<file path="src/rtl/riscv_pkg.sv">
// Shared decode definitions for the RV32I filter core: opcodes, ALU
// encodings, decode-stage state and the execute-bound bundle.
package riscv_pkg;

    localparam logic [6:0] OPC_LUI    = 7'b0110111;
    localparam logic [6:0] OPC_AUIPC  = 7'b0010111;
    localparam logic [6:0] OPC_JAL    = 7'b1101111;
    localparam logic [6:0] OPC_JALR   = 7'b1100111;
    localparam logic [6:0] OPC_BRANCH = 7'b1100011;
    localparam logic [6:0] OPC_LOAD   = 7'b0000011;
    localparam logic [6:0] OPC_STORE  = 7'b0100011;
    localparam logic [6:0] OPC_OP_IMM = 7'b0010011;
    localparam logic [6:0] OPC_OP     = 7'b0110011;

    localparam logic [1:0] ALU_ADD  = 2'b00;
    localparam logic [1:0] ALU_FUNC = 2'b01;
    localparam logic [1:0] ALU_PASS = 2'b10;

    typedef enum logic [1:0] {
        EMPTY,
        FULL,
        BUBBLE
    } dec_state_t;

    typedef enum logic [2:0] {
        IMM_NONE,
        IMM_I,
        IMM_S,
        IMM_B,
        IMM_U,
        IMM_J
    } imm_fmt_t;

    typedef struct packed {
        logic [1:0] alu_op;
        logic       op2_sel;
        logic       op1_pc;
        logic       reg_we;
        logic       mem_re;
        logic       mem_we;
        logic       branch;
        logic       jump;
        logic       illegal;
    } ctrl_t;

    typedef struct packed {
        logic [4:0]  rs1;
        logic [4:0]  rs2;
        logic [4:0]  rd;
        logic [31:0] imm;
        logic [2:0]  func3;
        logic        instr30;
        ctrl_t       ctrl;
    } id_ex_t;

    function automatic ctrl_t decode_ctrl(input logic [6:0] opc);
        ctrl_t c;
        c = '0;
        case (opc)
            OPC_OP: begin
                c.alu_op = ALU_FUNC;
                c.reg_we = 1'b1;
            end
            OPC_OP_IMM: begin
                c.alu_op  = ALU_FUNC;
                c.op2_sel = 1'b1;
                c.reg_we  = 1'b1;
            end
            OPC_LOAD: begin
                c.op2_sel = 1'b1;
                c.reg_we  = 1'b1;
                c.mem_re  = 1'b1;
            end
            OPC_STORE: begin
                c.op2_sel = 1'b1;
                c.mem_we  = 1'b1;
            end
            OPC_BRANCH: begin
                c.op2_sel = 1'b1;
                c.branch  = 1'b1;
            end
            OPC_JALR: begin
                c.op2_sel = 1'b1;
                c.jump    = 1'b1;
                c.reg_we  = 1'b1;
            end
            OPC_AUIPC: begin
                c.op1_pc  = 1'b1;
                c.op2_sel = 1'b1;
                c.reg_we  = 1'b1;
            end
            OPC_JAL: begin
                c.op1_pc  = 1'b1;
                c.op2_sel = 1'b1;
                c.jump    = 1'b1;
                c.reg_we  = 1'b1;
            end
            OPC_LUI: begin
                c.alu_op  = ALU_PASS;
                c.op2_sel = 1'b1;
                c.reg_we  = 1'b1;
            end
            default: c.illegal = 1'b1;
        endcase
        return c;
    endfunction

    function automatic imm_fmt_t imm_fmt_of(input logic [6:0] opc);
        imm_fmt_t f;
        case (opc)
            OPC_OP_IMM,
            OPC_LOAD,
            OPC_JALR:   f = IMM_I;
            OPC_STORE:  f = IMM_S;
            OPC_BRANCH: f = IMM_B;
            OPC_LUI,
            OPC_AUIPC:  f = IMM_U;
            OPC_JAL:    f = IMM_J;
            default:    f = IMM_NONE;
        endcase
        return f;
    endfunction

    // {rs2 used, rs1 used}: only real source fields may raise a hazard
    function automatic logic [1:0] src_use(input logic [6:0] opc);
        logic [1:0] u;
        case (opc)
            OPC_OP,
            OPC_STORE,
            OPC_BRANCH: u = 2'b11;
            OPC_OP_IMM,
            OPC_LOAD,
            OPC_JALR:   u = 2'b01;
            default:    u = 2'b00;
        endcase
        return u;
    endfunction

endpackage

</file>
<file path="src/rtl/riscv_imm_gen.sv">
// Immediate generator: builds the sign-extended 32-bit immediate
// for the given instruction format.
module riscv_imm_gen
    import riscv_pkg::*;
(
    input  logic [31:7] instr,
    input  imm_fmt_t    fmt,
    output logic [31:0] imm
);

    always_comb begin
        imm = '0;
        unique case (fmt)
            IMM_I: imm = {{20{instr[31]}}, instr[31:20]};
            IMM_S: imm = {{20{instr[31]}}, instr[31:25],
                          instr[11:7]};
            IMM_B: imm = {{19{instr[31]}}, instr[31], instr[7],
                          instr[30:25], instr[11:8], 1'b0};
            IMM_U: imm = {instr[31:12], 12'b0};
            IMM_J: imm = {{11{instr[31]}}, instr[31],
                          instr[19:12], instr[20],
                          instr[30:21], 1'b0};
            default: imm = '0;
        endcase
    end

endmodule

</file>
<file path="src/rtl/riscv_decode_stage.sv">
// RV32I decode stage: registered control bundle for execute, with
// flush and optional load-use bubble (LOAD_USE_STALL_EN).
module riscv_decode_stage
    import riscv_pkg::*;
#(
    parameter int XLEN = 32
) (
    input  logic            clk,
    input  logic            rst,
    input  logic            in_valid,
    output logic            in_ready,
    input  logic [31:0]     in_instr,
    input  logic [XLEN-1:0] in_pc,
    input  logic            flush,
    output logic            out_valid,
    input  logic            out_ready,
    output logic [XLEN-1:0] out_pc,
    output logic [4:0]      rs1,
    output logic [4:0]      rs2,
    output logic [4:0]      rd,
    output logic [31:0]     imm,
    output logic [2:0]      func3,
    output logic            instr30,
    output logic [1:0]      alu_op,
    output logic            op2_sel,
    output logic            op1_pc,
    output logic            reg_we,
    output logic            mem_re,
    output logic            mem_we,
    output logic            branch,
    output logic            jump,
    output logic            illegal
);

    logic [6:0]      opc;
    ctrl_t           dec_ctrl;
    imm_fmt_t        dec_fmt;
    logic [31:0]     dec_imm;
    dec_state_t      state;
    dec_state_t      state_nxt;
    id_ex_t          bundle_q;
    logic [XLEN-1:0] pc_q;
    logic            hazard;
    logic            accept;
    logic            keep_full;
    logic            to_bubble;

    assign opc      = in_instr[6:0];
    assign dec_ctrl = decode_ctrl(opc);
    assign dec_fmt  = imm_fmt_of(opc);

    riscv_imm_gen u_imm_gen (
        .instr (in_instr[31:7]),
        .fmt   (dec_fmt),
        .imm   (dec_imm)
    );

`ifdef LOAD_USE_STALL_EN
    logic [1:0] use_src;
    logic       rs1_hit;
    logic       rs2_hit;

    assign use_src = src_use(opc);
    assign rs1_hit = use_src[0]
                  && (in_instr[19:15] == bundle_q.rd);
    assign rs2_hit = use_src[1]
                  && (in_instr[24:20] == bundle_q.rd);
    assign hazard  = out_valid
                  && bundle_q.ctrl.mem_re
                  && (bundle_q.rd != 5'd0)
                  && (rs1_hit || rs2_hit);
`else
    assign hazard = 1'b0;
`endif

    assign in_ready  = (!out_valid || out_ready)
                    && !hazard && !flush;
    assign accept    = in_valid && in_ready;
    assign keep_full = accept
                    || ((state == FULL) && !out_ready);
    assign to_bubble = (state == FULL) && out_ready && hazard;

    always_ff @(posedge clk or posedge rst) begin
        if (rst) begin
            state <= EMPTY;
        end else begin
            state <= state_nxt;
        end
    end

    // Flush wins over everything; hazard and accept never coincide
    always_comb begin
        state_nxt = EMPTY;
        unique case (1'b1)
            flush:                state_nxt = EMPTY;
            (!flush && keep_full): state_nxt = FULL;
            (!flush && to_bubble): state_nxt = BUBBLE;
            default:              state_nxt = EMPTY;
        endcase
    end

    always_comb begin
        out_valid = 1'b0;
        if (state == FULL) begin
            out_valid = 1'b1;
        end
    end

    always_ff @(posedge clk or posedge rst) begin
        if (rst) begin
            bundle_q <= '0;
            pc_q     <= '0;
        end else if (accept) begin
            bundle_q.rs1     <= in_instr[19:15];
            bundle_q.rs2     <= in_instr[24:20];
            bundle_q.rd      <= in_instr[11:7];
            bundle_q.imm     <= dec_imm;
            bundle_q.func3   <= in_instr[14:12];
            bundle_q.instr30 <= in_instr[30];
            bundle_q.ctrl    <= dec_ctrl;
            pc_q             <= in_pc;
        end
    end

    assign out_pc  = pc_q;
    assign rs1     = bundle_q.rs1;
    assign rs2     = bundle_q.rs2;
    assign rd      = bundle_q.rd;
    assign imm     = bundle_q.imm;
    assign func3   = bundle_q.func3;
    assign instr30 = bundle_q.instr30;
    assign alu_op  = bundle_q.ctrl.alu_op;
    assign op2_sel = bundle_q.ctrl.op2_sel;
    assign op1_pc  = bundle_q.ctrl.op1_pc;
    assign reg_we  = bundle_q.ctrl.reg_we;
    assign mem_re  = bundle_q.ctrl.mem_re;
    assign mem_we  = bundle_q.ctrl.mem_we;
    assign branch  = bundle_q.ctrl.branch;
    assign jump    = bundle_q.ctrl.jump;
    assign illegal = bundle_q.ctrl.illegal;

endmodule
</file>
<file path="config.mk">
export PLATFORM = sky130hd
export DESIGN_NAME = riscv_decode_stage
export DESIGN_NICKNAME = d
export VERILOG_FILES = /design/src/rtl/riscv_pkg.sv /design/src/rtl/riscv_imm_gen.sv /design/src/rtl/riscv_decode_stage.sv
export SDC_FILE = /design/constraint.sdc
export NUM_CORES = 1
export LEC_CHECK = 0
export BUFFER_PORTS_ARGS = -buffer_cell sky130_fd_sc_hd__buf_2
export CORE_MARGIN = 3
export CORE_UTILIZATION = 35
export DETAILED_ROUTE_END_ITERATION = 8
export RECOVER_POWER = 25
export SLEW_MARGIN = 20
export SYNTH_ARGS = -nofsm -noshare
export SYNTH_HDL_FRONTEND = slang
export SYNTH_SLANG_ARGS = --single-unit
</file>
<file path="constraint.sdc">
create_clock -name clk -period 3.4 [get_ports clk]
set_input_delay 0.34 -clock clk [delete_from_list [all_inputs] [get_ports clk]]
set_output_delay 0.34 -clock clk [all_outputs]
set_load 0.02 [all_outputs]
</file>
**Yosys cells after proc, flatten, opt, wreduce, memory -nomap -nowiden**

Index checks and enable logic that the tools add are counted.

- Register bits after elaboration: 95
- Latch bits: 0
- RAM bits: 0
- Memory bits (read-only): 0
- Input bits: 69
- Output and inout port bits: 95
- Word-level logic and storage cells: 62
- Memories kept: 0

- $add $sub $neg: 0
- $mul: 0
- Divide/modulo/power cells: 0
- Magnitude comparators: 0
- Equal/unequal tests: 15
- Shift operators: 0
- Muxes and demuxes: 13
- Bitwise gates (word level): 0
- Reductions and logical operators: 17

Operators by type and width:

| kind | number |
|---|---|
| case mux 32 bit (5 select lines) | 1 |
| equality test 7 x 6 -> 1 bit, second input constant | 3 |
| equality test 7 bit, second input constant | 3 |
| case mux 3 bit (5 select lines) | 1 |
| equality test 7 x 5 -> 1 bit, second input constant | 2 |
| 2-to-1 mux 1 bit | 10 |
| OR reduction 9 bit | 1 |
| OR reduction 2 bit | 4 |
| OR reduction 8 bit | 1 |
| equality test 7 x 2 -> 1 bit, second input constant | 1 |
| OR reduction 7 bit | 1 |
| equality test 3 x 2 -> 1 bit, second input constant | 2 |
| equality test 3 bit, second input constant | 2 |
| logical AND 1 bit | 4 |
| case mux 2 bit (2 select lines) | 1 |
| equality test 3 x 1 -> 1 bit, second input constant | 1 |
| logical NOT 1 bit | 3 |
| OR reduction 3 bit | 1 |
| equality test 2 x 1 -> 1 bit, second input constant | 1 |
| logical OR 1 bit | 2 |

**Logic depth before layout (Yosys ltp)**

- Depth after elaboration: 9
- Gate-level depth with buffers: 6
- Mapped depth without buffers: 4

**Modules after synthesis**

Synthesis repeated with hierarchy kept, for this count alone.

- Cell total of the unflattened synthesis: 306
- Area, all modules: 4345.4 um2

Modules (own cells, without submodules):

| module | times used | cells each | area each (um2) | sequential area each (um2) |
|---|---|---|---|---|
| riscv_decode_stage | 1 | 240 | 3955.0 | 2352.3 |
| riscv_imm_gen | 1 | 66 | 390.4 | 0.0 |

**Worst setup path before layout**

Ideal clock, no wire load.

- Kind: reg-to-reg
- From: register state[0]
- To: register imm[12] (netlist name)
- Setup time: 0.087 ns
- Arrival time: 1.454 ns
- Required time: 3.313 ns
- Path slack: 1.859 ns
- Stages on the path, launching flop included: 7
- Buffers on the path: 2
- Period minus slack after synthesis: 1.541 ns
- Cells stage by stage: dfrtp_1 > nand2b_1 > nand3_1 > clkbuf_1 > clkbuf_1 > nand2_1 > a22oi_1

- Cells in the longest elaborated chain, start to end: 6

Ends and longest elaborated chain:

| item | line | text |
|---|---|---|
| start: declaration | riscv_decode_stage.sv:39 | `dec_state_t state;` |
| start signal: assignment | riscv_decode_stage.sv:87 | `state <= state_nxt;` |
| equality test 2 x 1 -> 1 bit | riscv_decode_stage.sv:104 | `if (state == FULL) begin` |
| 2-to-1 mux 1 bit | riscv_decode_stage.sv:104 |  |
| logical NOT 1 bit | riscv_decode_stage.sv:76 | `assign in_ready = (!out_valid \|\| out_ready)` |
| logical OR 1 bit | riscv_decode_stage.sv:76 |  |
| logical AND 1 bit | riscv_decode_stage.sv:77 | `&& !hazard && !flush;` |
| logical AND 1 bit | riscv_decode_stage.sv:78 | `assign accept = in_valid && in_ready;` |

No other way between the ends.
A chain may end at the register's enable or synchronous reset.

**Final worst setup path**

- From: register state[0]
- To: register imm[17] (netlist name)

- Cells in the longest elaborated chain, start to end: 6

Ends and longest elaborated chain:

| item | line |
|---|---|
| equality test 2 x 1 -> 1 bit | riscv_decode_stage.sv:104 |
| 2-to-1 mux 1 bit | riscv_decode_stage.sv:104 |
| logical NOT 1 bit | riscv_decode_stage.sv:76 |
| logical OR 1 bit | riscv_decode_stage.sv:76 |
| logical AND 1 bit | riscv_decode_stage.sv:77 |
| logical AND 1 bit | riscv_decode_stage.sv:78 |

No other way between the ends.

==> impl_metrics.env <==
export IMPL_outcome="finished, violations left"
export IMPL_violations="capacitance limit, slew limit"
export IMPL_first_global_vias=3497
export IMPL_relSlewSlack_pct=-22.8
export IMPL_clock_tree_htree_level_count=3
export IMPL_power_density_nw_per_um2=524
export IMPL_drt_first_iter_violations=242
export IMPL_internal_portion_of_total_power_mw=1.77
export IMPL_synth_cells=422
export IMPL_layout_drive_gt1_share_pct=32.8
export IMPL_netlist_area_sq_um=3900
export IMPL_place_port_buffers=163
export IMPL_post_route_drc_count=0
export IMPL_crit_path_cell_trace="nand2b_1, nand3_4, buf_4, a32oi_1, a22oi_1"
export IMPL_post_cts_repair_setup_buffers=0
export IMPL_wl_per_cell_um=15.4
export IMPL_worst_slew_pin_slew_ns=1.84
export IMPL_area_growth_synth_to_final_pct=28.8
export IMPL_yosysWarnings=0
export IMPL_design_die_area_sq_um=12400
export IMPL_most_common_layout_cells="nand2_1, buf_2, dfrtp_1"
export IMPL_mostFrequentLayoutCell="nand2_1"
export IMPL_critPathSlowestCell="nand3_4"
export IMPL_dp_final_hpwl_um=7750
export IMPL_wirelength_um=11000
export IMPL_post_cts_hold_buffer_count=0
export IMPL_startpoint="state[0]$_DFF_PP0_"
export IMPL_diodes=0
export IMPL_switching_share_of_power_pct=32.6
export IMPL_vdd_ir_drop_worst_mv=0.251
export IMPL_post_drt_via_cell_ratio=4.95
export IMPL_worst_endpoint_required_ns=3.63
export IMPL_synth_nets=491
export IMPL_power_combinational_fraction_pct=20.9
export IMPL_synth_yosys_seq_area_share_pct=60.4
export IMPL_largest_incremental_delay_on_the_critical_path_ns=0.52
export IMPL_cts_repair_resize_count=0
export IMPL_cp_capture_point="imm[17]$_DFFE_PP0P_"
export IMPL_cts_root_buffer_cell="clkbuf_8"
export IMPL_die_height_um=112
export IMPL_largest_net_degree_at_the_start_of_global_routing=88
export IMPL_cts_reportedPaths_clkPinSlew_ns=0.10
export IMPL_report_final_hold_viol_count=0
export IMPL_routabilityCongestion=0.767
export IMPL_mean_cell_area_of_the_mapped_netlist_sq_um=9.23
export IMPL_r2r_cells=5
export IMPL_design_core_area_sq_um=10600
export IMPL_floorplan_die_width_um=112
export IMPL_io_pins=164
export IMPL_power_leakage_nw=2.73
export IMPL_clockPowerShare_pct=29.5
export IMPL_grt_setup_unrepaired="no"
export IMPL_effective_utilization_at_floorplan_pct=36.9
export IMPL_crit_arrival_ns=2.24
export IMPL_finalSetupViolCount=0
export IMPL_top_signal_layer_used="met4"
export IMPL_register_share_of_total_power_pct=49.6
export IMPL_critical_path_reg2reg_endpoint="imm[17]$_DFFE_PP0P_"
export IMPL_drtAntennaViolNets=0
export IMPL_worstPathMaxFanout=57
export IMPL_max_clock_path_buffers=2
export IMPL_max_cap_violations=1
export IMPL_category_of_the_worst_setup_path_capture_point="flip-flop"
export IMPL_cts_buffers=9
export IMPL_tritoncts_clock_tree="built"
export IMPL_crit_cells=5
export IMPL_fin_setup_tns_ns=0
export IMPL_grt_antenna_before_repair=0
export IMPL_ys_seq_elements=94
export IMPL_grtUsageTotal_pct=17.5
export IMPL_num_nets_final=644
export IMPL_vias=3544
export IMPL_timing_critical_path_buf_inv=1
export IMPL_worstHoldPathType="input pin to flip-flop"
export IMPL_critical_path_type="flip-flop to flip-flop"
export IMPL_power_mw=2.63
export IMPL_synth_distinct_cells=35
export IMPL_worst_r2r_setup_slack_ns=1.39
export IMPL_final_period_utilization_pct=59.1
export IMPL_total_switching_power_uw=858
export IMPL_congestion_overflow_gr=0
export IMPL_clock_insertion_delay_worst_skew_ns=0.36
export IMPL_worst_r2r_startpoint="state[0]$_DFF_PP0_"
export IMPL_worst_setup_path_start_kind="flip-flop"
export IMPL_clock_sinks=94
export IMPL_rows=37
export IMPL_grt_pass1_wl_um=17900
export IMPL_skew_ns=0.0126
export IMPL_path_delay_family="simple AND/OR/NAND/NOR gates"
export IMPL_layout_min_cycle_time_ns=2.01
export IMPL_filler_cell_count=1048
export IMPL_metal2_wl_um=5070
export IMPL_report_final_slew_viol_count=88
export IMPL_drt_met1_wl_um=4950
export IMPL_route_met3_wl_um=836
export IMPL_drtPass1Iterations=4
export IMPL_max_freq_mhz=498
==> sequential cells by signal, summed over array words and instances (netlist names), 2 cells and up <==
name / flops
imm: 32
alu_op: 2
rs2: 5
rd: 5
func3: 3
out_pc: 32
rs1: 5
==> cell type report <==
type                            instances  area [sq um]  share of cell area [%]
Clock buffer                            9           124                    2.47
Timing Repair Buffer                  168           852                    17.0
Sequential cell                        94          2350                    46.9
Clock inverter                          7          80.1                    1.60
Multi-Input combinational cell        299          1430                    28.4
Tap cell                              136           170                    3.39
Inverter                                3          15.0                   0.299
==> logic make-up after synthesis <==
group	after synthesis	synth area share (%)
AOI/OAI and AO/OA	58	11.5
buffers and inverters	29	3.37
DFF	94	60.4
muxes	1	0.289
and+or+nand+nor	240	24.4
==> synthesized netlist by cell type <==
master / n / share of area [%]
a31o_2: 1 / 0.22
nor3b_1: 1 / 0.19
a31oi_1: 11 / 1.8
nor4_1: 1 / 0.16
o21a_1: 1 / 0.19
nand2_1: 195 / 19
nor2_1: 26 / 2.5
inv_1: 3 / 0.29
a22oi_1: 8 / 1.5
a2bb2oi_1: 1 / 0.22
buf_6: 2 / 0.58
o211ai_1: 1 / 0.19
and2_1: 2 / 0.32
and3b_1: 1 / 0.22
and4bb_2: 1 / 0.32
clkbuf_1: 20 / 1.9
nand2b_1: 4 / 0.64
a32oi_1: 10 / 2.2
a22o_1: 7 / 1.6
o21ai_0: 8 / 1.0
and3_1: 2 / 0.32
mux2_2: 1 / 0.29
dfrtp_1: 94 / 60
nand3_1: 4 / 0.51
a2111o_1: 1 / 0.29
a221oi_1: 4 / 0.90
o2111a_1: 1 / 0.29
a41oi_1: 1 / 0.22
or3_1: 1 / 0.16
buf_2: 3 / 0.39
nor3_1: 1 / 0.13
a211o_4: 1 / 0.45
buf_4: 1 / 0.19
a21o_1: 2 / 0.39
nor2b_1: 1 / 0.16
==> worst register-to-register path: cells and delay by family (launching register included) <==
kind / cells / cell delay (ns)
DFF: 1 / 0.40
and+or+nand+nor: 2 / 0.65
AOI/OAI and AO/OA: 2 / 0.33
buffers and inverters: 1 / 0.51
==> per-stage QoR <==
| stage | area [sq um] | setup slack, ns | util, % | hold WS [ns] | std cells |
|---|---|---|---|---|---|
| floorplan | 3900 | 0.611 | - | 0.406 | 422 |
| global placement | 4820 | 1.36 | 45.6 | 0.453 | 700 |
| detailed placement | 4820 | 1.32 | 45.6 | 0.453 | 700 |
| CTS | 5020 | 1.40 | 47.6 | 0.145 | 716 |
| global route | 5020 | 1.26 | 47.6 | 0.147 | 716 |
| finish | 5020 | 1.39 | 47.6 | 0.159 | 716 |
==> power by group through the flow <==
| stage | Sequential (mW) | Clock [mW] | Combinational (mW) |
|---|---|---|---|
| floorplan | 1.48 | 0 | 0.171 |
| global placement | 1.32 | 0 | 0.552 |
| detailed placement | 1.33 | 0 | 0.561 |
| CTS | 1.30 | 0.791 | 0.561 |
| global route | 1.32 | 0.850 | 0.607 |
| finish | 1.30 | 0.775 | 0.550 |
==> worst min-delay path by stage <==
stage	startpoint	to	slack [ns]	cells past startpoint
2_1_floorplan	flush	state[0]$_DFF_PP0_	0.41	1
5_1_grt	in_pc[11]	out_pc[11]$_DFFE_PP0P_	0.15	3
4_1_cts	in_pc[4]	out_pc[4]$_DFFE_PP0P_	0.15	3
3_5_place_dp	alu_op[0]$_DFFE_PP0P_	alu_op[0]$_DFFE_PP0P_	0.45	2
6_report	in_pc[4]	out_pc[4]$_DFFE_PP0P_	0.16	3
3_3_place_gp	out_pc[2]$_DFFE_PP0P_	out_pc[2]$_DFFE_PP0P_	0.45	2
==> per-layer routing <==
metal,GRT usage (%),up-vias
li1,-,1698
met2,27.8,138
met4,4.14,0
met1,23.8,1696
met3,5.33,12
met5,0,-
Power figures use the tool's default switching activity.
